<file path="src/rtl/alu_step_ctrl_pkg.sv">
`default_nettype none
// ============================================================================
//  Module  : alu_pkg
//  Purpose : Shared definitions for the ALU step sequencer: state encoding
//            (also the display code on state_out) and ALU opcode constants.
//  Rev     : 1.0  initial release
// ============================================================================
package alu_pkg;

    // Sequencer states; the numeric code is what the board displays.
    typedef enum logic [2:0] {
        ST_LOAD_A    = 3'd0,
        ST_LOAD_B    = 3'd1,
        ST_ISSUE     = 3'd2,
        ST_WAIT_DONE = 3'd3,
        ST_SHOW      = 3'd4
    } state_t;

    // Opcodes understood by the ALU core.
    localparam logic [3:0] OP_AND = 4'h0;
    localparam logic [3:0] OP_ADD = 4'h1;
    localparam logic [3:0] OP_SUB = 4'h2;
    localparam logic [3:0] OP_OR  = 4'h3;
    localparam logic [3:0] OP_XOR = 4'h4;

endpackage
`default_nettype wire

</file>
<file path="src/rtl/alu_step_ctrl_btn_debounce.sv">
`default_nettype none
// ============================================================================
//  Module  : btn_debounce
//  Purpose : Synchronises a raw push button, debounces it and emits a single
//            one-cycle press pulse on each debounced rising edge.
//  Ports   : clock   in  system clock
//            reset   in  asynchronous active-high reset
//            btn_raw in  raw button, asynchronous to clock
//            press   out one-cycle pulse per debounced push
//  Rev     : 1.0  initial release
// ============================================================================
module btn_debounce #(
    parameter int DEB_CYCLES = 4
) (
    input  logic clock,
    input  logic reset,
    input  logic btn_raw,
    output logic press
);

    localparam int CW = (DEB_CYCLES > 2) ? $clog2(DEB_CYCLES) : 1;

    logic          r_sync1;
    logic          r_sync2;
    logic          r_level;
    logic          r_level_d;
    logic [CW-1:0] r_cnt;

    always_ff @(posedge clock or posedge reset) begin
        if (reset) begin
            r_sync1   <= 1'b0;
            r_sync2   <= 1'b0;
            r_level   <= 1'b0;
            r_level_d <= 1'b0;
            r_cnt     <= '0;
        end else begin
            r_sync1   <= btn_raw;
            r_sync2   <= r_sync1;
            r_level_d <= r_level;
            // Any sample equal to the current level restarts the run, so a
            // bounce only counts once it has been stable DEB_CYCLES samples.
            if (r_sync2 != r_level) begin
                if (r_cnt == CW'(DEB_CYCLES - 1)) begin
                    r_level <= r_sync2;
                    r_cnt   <= '0;
                end else begin
                    r_cnt <= r_cnt + 1'b1;
                end
            end else begin
                r_cnt <= '0;
            end
        end
    end

    assign press = r_level & ~r_level_d;

endmodule
`default_nettype wire

</file>
<file path="src/rtl/alu_step_ctrl.sv">
`default_nettype none
// ============================================================================
//  Module  : alu_step_ctrl
//  Purpose : Button-driven sequencer for the 8-bit ALU datapath. Each press
//            of the step button advances: capture A -> capture B + opcode ->
//            start ALU -> hold result.
//  Ports   : clock, reset (async, active-high)
//            step_btn            raw step button
//            data_in, op_sel     operand / opcode switches
//            alu_a/b/op          registered operands and opcode to the ALU
//            alu_start           one-cycle start pulse (ISSUE state)
//            alu_done/result     ALU handshake and result
//            y_out, err          captured result / timeout flag
//            state_out, busy     display state code, busy in ISSUE/WAIT_DONE
//  Rev     : 1.0  initial release
// ============================================================================
module alu_step_ctrl
    import alu_pkg::*;
#(
    parameter int WIDTH      = 8,
    parameter int OP_W       = 4,
    parameter int DEB_CYCLES = 4,
    parameter int TIMEOUT    = 15
) (
    input  logic             clock,
    input  logic             reset,
    input  logic             step_btn,
    input  logic [WIDTH-1:0] data_in,
    input  logic [OP_W-1:0]  op_sel,
    output logic [WIDTH-1:0] alu_a,
    output logic [WIDTH-1:0] alu_b,
    output logic [OP_W-1:0]  alu_op,
    output logic             alu_start,
    input  logic             alu_done,
    input  logic [WIDTH-1:0] alu_result,
    output logic [WIDTH-1:0] y_out,
    output logic             err,
    output logic [2:0]       state_out,
    output logic             busy
);

    localparam int TW = $clog2(TIMEOUT + 1);

    logic             w_press;
    state_t           r_state;
    state_t           w_state_nxt;
    logic [TW-1:0]    r_tcnt;
    logic [WIDTH-1:0] r_a;
    logic [WIDTH-1:0] r_b;
    logic [OP_W-1:0]  r_op;
    logic [WIDTH-1:0] r_y;
    logic             r_err;

    logic             w_cap_a;
    logic             w_cap_b;
    logic             w_y_load;
    logic [WIDTH-1:0] w_y_val;
    logic             w_err_set;
    logic             w_err_clr;
    logic             w_cnt_clr;
    logic             w_cnt_inc;
    logic             w_start;
    logic             w_busy;

    btn_debounce #(
        .DEB_CYCLES (DEB_CYCLES)
    ) u_deb (
        .clock   (clock),
        .reset   (reset),
        .btn_raw (step_btn),
        .press   (w_press)
    );

    always_ff @(posedge clock or posedge reset) begin
        if (reset) begin
            r_state <= ST_LOAD_A;
        end else begin
            r_state <= w_state_nxt;
        end
    end

    always_comb begin
        w_state_nxt = r_state;
        w_cap_a     = 1'b0;
        w_cap_b     = 1'b0;
        w_y_load    = 1'b0;
        w_y_val     = alu_result;
        w_err_set   = 1'b0;
        w_err_clr   = 1'b0;
        w_cnt_clr   = 1'b0;
        w_cnt_inc   = 1'b0;
        w_start     = 1'b0;
        w_busy      = 1'b0;
        case (r_state)
            ST_LOAD_A, ST_SHOW: begin
                // SHOW starts a fresh sequence directly with operand A.
                if (w_press) begin
                    w_cap_a     = 1'b1;
                    w_err_clr   = 1'b1;
                    w_state_nxt = ST_LOAD_B;
                end
            end
            ST_LOAD_B: begin
                if (w_press) begin
                    w_cap_b     = 1'b1;
                    w_state_nxt = ST_ISSUE;
                end
            end
            ST_ISSUE: begin
                w_start   = 1'b1;
                w_busy    = 1'b1;
                w_cnt_clr = 1'b1;
                if (alu_done) begin
                    w_y_load    = 1'b1;
                    w_state_nxt = ST_SHOW;
                end else begin
                    w_state_nxt = ST_WAIT_DONE;
                end
            end
            ST_WAIT_DONE: begin
                w_busy = 1'b1;
                if (alu_done) begin
                    // A result arriving on the timeout cycle still wins.
                    w_y_load    = 1'b1;
                    w_state_nxt = ST_SHOW;
                end else begin
                    w_cnt_inc = 1'b1;
                    if (r_tcnt >= TW'(TIMEOUT - 1)) begin
                        w_y_load    = 1'b1;
                        w_y_val     = '0;
                        w_err_set   = 1'b1;
                        w_state_nxt = ST_SHOW;
                    end
                end
            end
            default: w_state_nxt = ST_LOAD_A;
        endcase
    end

    always_ff @(posedge clock or posedge reset) begin
        if (reset) begin
            r_a    <= '0;
            r_b    <= '0;
            r_op   <= '0;
            r_y    <= '0;
            r_err  <= 1'b0;
            r_tcnt <= '0;
        end else begin
            if (w_cap_a) r_a <= data_in;
            if (w_cap_b) begin
                r_b  <= data_in;
                r_op <= op_sel;
            end
            if (w_y_load) r_y <= w_y_val;
            if (w_err_set) begin
                r_err <= 1'b1;
            end else if (w_err_clr) begin
                r_err <= 1'b0;
            end
            if (w_cnt_clr) begin
                r_tcnt <= '0;
            end else if (w_cnt_inc && (r_tcnt != TW'(TIMEOUT))) begin
                r_tcnt <= r_tcnt + 1'b1;
            end
        end
    end

    assign alu_a     = r_a;
    assign alu_b     = r_b;
    assign alu_op    = r_op;
    assign y_out     = r_y;
    assign err       = r_err;
    assign alu_start = w_start;
    assign busy      = w_busy;
    assign state_out = r_state;

endmodule
`default_nettype wire
</file>
<file path="config.mk">
export PLATFORM = sky130hd
export DESIGN_NAME = alu_step_ctrl
export DESIGN_NICKNAME = d
export VERILOG_FILES = /design/src/rtl/alu_step_ctrl_pkg.sv /design/src/rtl/alu_step_ctrl_btn_debounce.sv /design/src/rtl/alu_step_ctrl.sv
export SDC_FILE = /design/constraint.sdc
export NUM_CORES = 1
export LEC_CHECK = 0
export ABC_AREA = 0
export CORE_ASPECT_RATIO = 1.25
export CORE_MARGIN = 4
export CORE_UTILIZATION = 45
export CTS_BUF_LIST = sky130_fd_sc_hd__clkbuf_16
export DETAILED_ROUTE_END_ITERATION = 8
export HOLD_SLACK_MARGIN = 0.1
export PLACE_DENSITY = 0.82
export SYNTH_ARGS = -nofsm -noshare
export SYNTH_HDL_FRONTEND = slang
export SYNTH_SLANG_ARGS = --single-unit
export TNS_END_PERCENT = 100
</file>
<file path="constraint.sdc">
create_clock -name clock -period 2.25 [get_ports clock]
set_clock_uncertainty 0.2 [all_clocks]
set_input_delay 0.675 -clock clock [delete_from_list [all_inputs] [get_ports clock]]
set_output_delay 0.675 -clock clock [all_outputs]
set_load 0.005 [all_outputs]
</file>
==> impl_metrics.yaml <==
placement:
  hpwlAfterDp_mm: 2.99
  post-place-cells: 234
  preCtsSetupSlack_ps: 21.3
  io_buffer_count: 57
  place.gp.congestion: 0.876
floorplan:
  dieArea_um2: 5000
  initial_core_util_pct: 46.7
  floorplan.die.width_um: 64.0
  die_h_um: 78.1
  rows: 25
  core_um2: 3780
  design.portCount: 58
sta:
  setup_ws_ps: 62.6
  final-setup-viol-count: 0
  period_share_pct: 97.2
  totalNegativeSetupSlack_ps: 0
  timing.fmax_mhz: 457
  finalHoldWorstSlack_ps: 165
  tightestPinTransition_ps: 565
  relSlewSlack_pct: 62.2
  report.final.hold_viol_count: 0
  post-route-min-period_ps: 2190
  setup_repair_after_global_routing_missed_its_margin: "false"
  report.final.slew_viol_count: 0
power_and_ir_drop:
  power.static_leakage_nw: 1.18
  sw_share_pct: 28.8
  p_int_mw: 2.47
  power_frac_comb_pct: 43.5
  power_frac_seq_pct: 37.3
  p_total_mw: 3.47
  worst_ir_drop_vdd_mv: 0.694
  power.switching_uw: 999
  power-per-cell-area_nw_per_um2: 1330
  power_frac_clock_pct: 19.1
yosys:
  mean_instance_size_in_the_synthesized_netlist_um2: 14.7
  synthTopCellsByArea: "dfrtp_1 (59%), mux2_4 (7.6%), mux2_2 (7.6%)"
  ys_seq_area_share_pct: 59.5
  synth.distinct_cells: 37
  ys.warnings.count: 0
  synthesized_flop_and_latch_total: 42
  synth.top_cell.area_share_pct: 59.5
  postSynth.asyncResetShare_pct: 100
  syn-instance-count: 120
  netlist.top_cell.by_area: "dfrtp_1"
  synth.net_count: 147
  synth_enable_flop_cells: 0
  syn_area_um2: 1770
  synthFlopType: "dfrtp_1"
routing:
  met1_length_mm: 1.58
  wl_met2_mm: 2.35
  detailedRoute.firstPassIterationCount: 4
  drt_iter0_markers: 96
  postRouteAntennaNets: 0
  route.vias.total: 1238
  wl_per_cell_um: 17.1
  met3WireLength_um: 239
  highest_layer: "met4"
  drt-vias-per-instance: 5.03
  wl_mm: 4.22
  drc_errors: 0
final_layout:
  fin_cells: 246
  fin_nets: 218
  final_layout_size_suffix_gt1_share_pct: 25.0
  layout-area-overhead-vs-synth_pct: 48.2
  diodes: 0
clocking:
  clk_pin_slew_ps: 60
  cts-buffers-inserted: 5
  number_of_buffers_between_clock_root_and_the_deepest_sink: 2
  cts_hold_buffers: 0
  clock_insertion_delay_worst_skew_ps: 280
  cts_tree: "yes"
  cts_root_buf: "clkbuf_16"
  clkSinkCount: 42
  count_of_h_tree_levels_built_during_cts: 2
global_route:
  global_route_wire_length_before_repair_mm: 6.99
  track_usage_pct: 18.5
  grt_start_max_net_pins: 43
  grt_pass1_vias: 1362
  globalRoute.totalOverflow: 0
  initial_antenna_violation_count: 0
min_path:
  hold_path.class: "reg2reg"
  hold_depth: 0
setup_path:
  worstSetupEndpointType: "output port"
  cp_data_required_time_ps: 1370
  timing.reg2reg.worst_path_depth: 4
  start_kind: "register"
  cp_max_fo: 11
  critPathKind: "reg2out"
  r2r_slack_ps: 360
  critPathArrivalTime_ps: 1310
outcome:
  outcome: "finished clean"
job:
  maxCapViolations: 0
## per-layer routing
metal	vias up	track usage [%]
li1	577	-
met1	618	20.3
met2	37	32.9
met3	6	6.01
met4	0	6.91
met5	-	0
## cell usage after synthesis, types with 2 or more instances
cell type	n
nor3_1	2
mux2_2	12
ha_1	3
mux2_4	9
nor2_1	3
nor2b_1	2
a31oi_1	2
nand3_1	3
nand2_1	2
nand2b_2	2
dfrtp_1	42
buf_6	2
a22o_1	8
inv_1	5
## sequential cells by signal, indices dropped and copies added, names as in the netlist
name and flops:
state_out 3, alu_b 8, u_deb.r_level 1, alu_a 8
u_deb.r_cnt 2, u_deb.r_level_d 1, alu_op 4, u_deb.r_sync1 1
y_out 8, u_deb.r_sync2 1, err 1, r_tcnt 4
## worst max-delay path, cell delays in order, from the launching register on
cell	delay, ps
dfrtp_1	370
buf_6	160
clkdlybuf4s50_1	500
## power groups by stage
stage	clock [mW]	sequential (mW)	combinational, mW
after global routing	0.725	1.34	1.63
after detailed placement	0	1.30	1.48
after global placement	0	1.28	1.43
after floorplan	0	1.31	0.664
final	0.664	1.30	1.51
after CTS	0.682	1.30	1.51
## metrics by stage
| stage | util, % | area [um^2] |
|---|---|---|
| floorplan | - | 1770 |
| global placement | 64.3 | 2430 |
| detailed placement | 64.3 | 2430 |
| CTS | 68.4 | 2590 |
| global route | 69.2 | 2620 |
| finish | 69.2 | 2620 |
## cells in the final DEF (no fill, tap or decap), types with 2 or more instances in the layout
master	instances
dfrtp_1	42
nand3_1	3
mux2_4	9
buf_4	7
nor2_1	2
a31oi_1	2
clkdlybuf4s50_1	55
nor2b_1	2
ha_1	3
inv_1	6
a22o_1	8
nand2_1	2
nor3_1	2
clkbuf_16	5
mux2_2	12
buf_6	2
nor2_2	2
## logic make-up after synthesis
group | count (synthesis) | share of synthesized area, %
flip-flops | 42 | 59.5
AO/OA/AOI/OAI | 22 | 10.6
AND/OR/NAND/NOR | 22 | 9.14
multiplexers | 21 | 15.3
buffers and inverters | 9 | 2.83
adder cells (fa/ha/maj) | 3 | 2.12
XOR/XNOR | 1 | 0.496
## final cells by class
type / count / area [um^2]
fill: 280 / 1170
multi-input combinational: 69 / 673
inverter: 6 / 22.5
clock inverter: 3 / 12.5
timing repair buffer: 67 / 667
clock buffer: 5 / 125
tap: 54 / 67.6
sequential: 42 / 1050
## repair_timing
action / in CTS / in global routing
pin swaps: 0 / 0
buffers inserted: 1 / 3
setup endpoints to repair: 2 / 3
resized for setup: 4 / 2
## path summary, 6_finish.rpt
path | start | to
min reg2reg | u_deb.r_sync1$_DFF_PP0_ | u_deb.r_sync2$_DFF_PP0_
max in group asynchronous | reset | alu_a[2]$_DFFE_PP0P_
max reg2reg | state_out[1]$_DFFE_PP0P_ | alu_a[7]$_DFFE_PP0P_
max | state_out[0]$_DFFE_PP0P_ | state_out[0]
min | u_deb.r_sync1$_DFF_PP0_ | u_deb.r_sync2$_DFF_PP0_
min in group asynchronous | reset | alu_op[1]$_DFFE_PP0P_
Note: power is estimated with default switching activity, not from simulation.
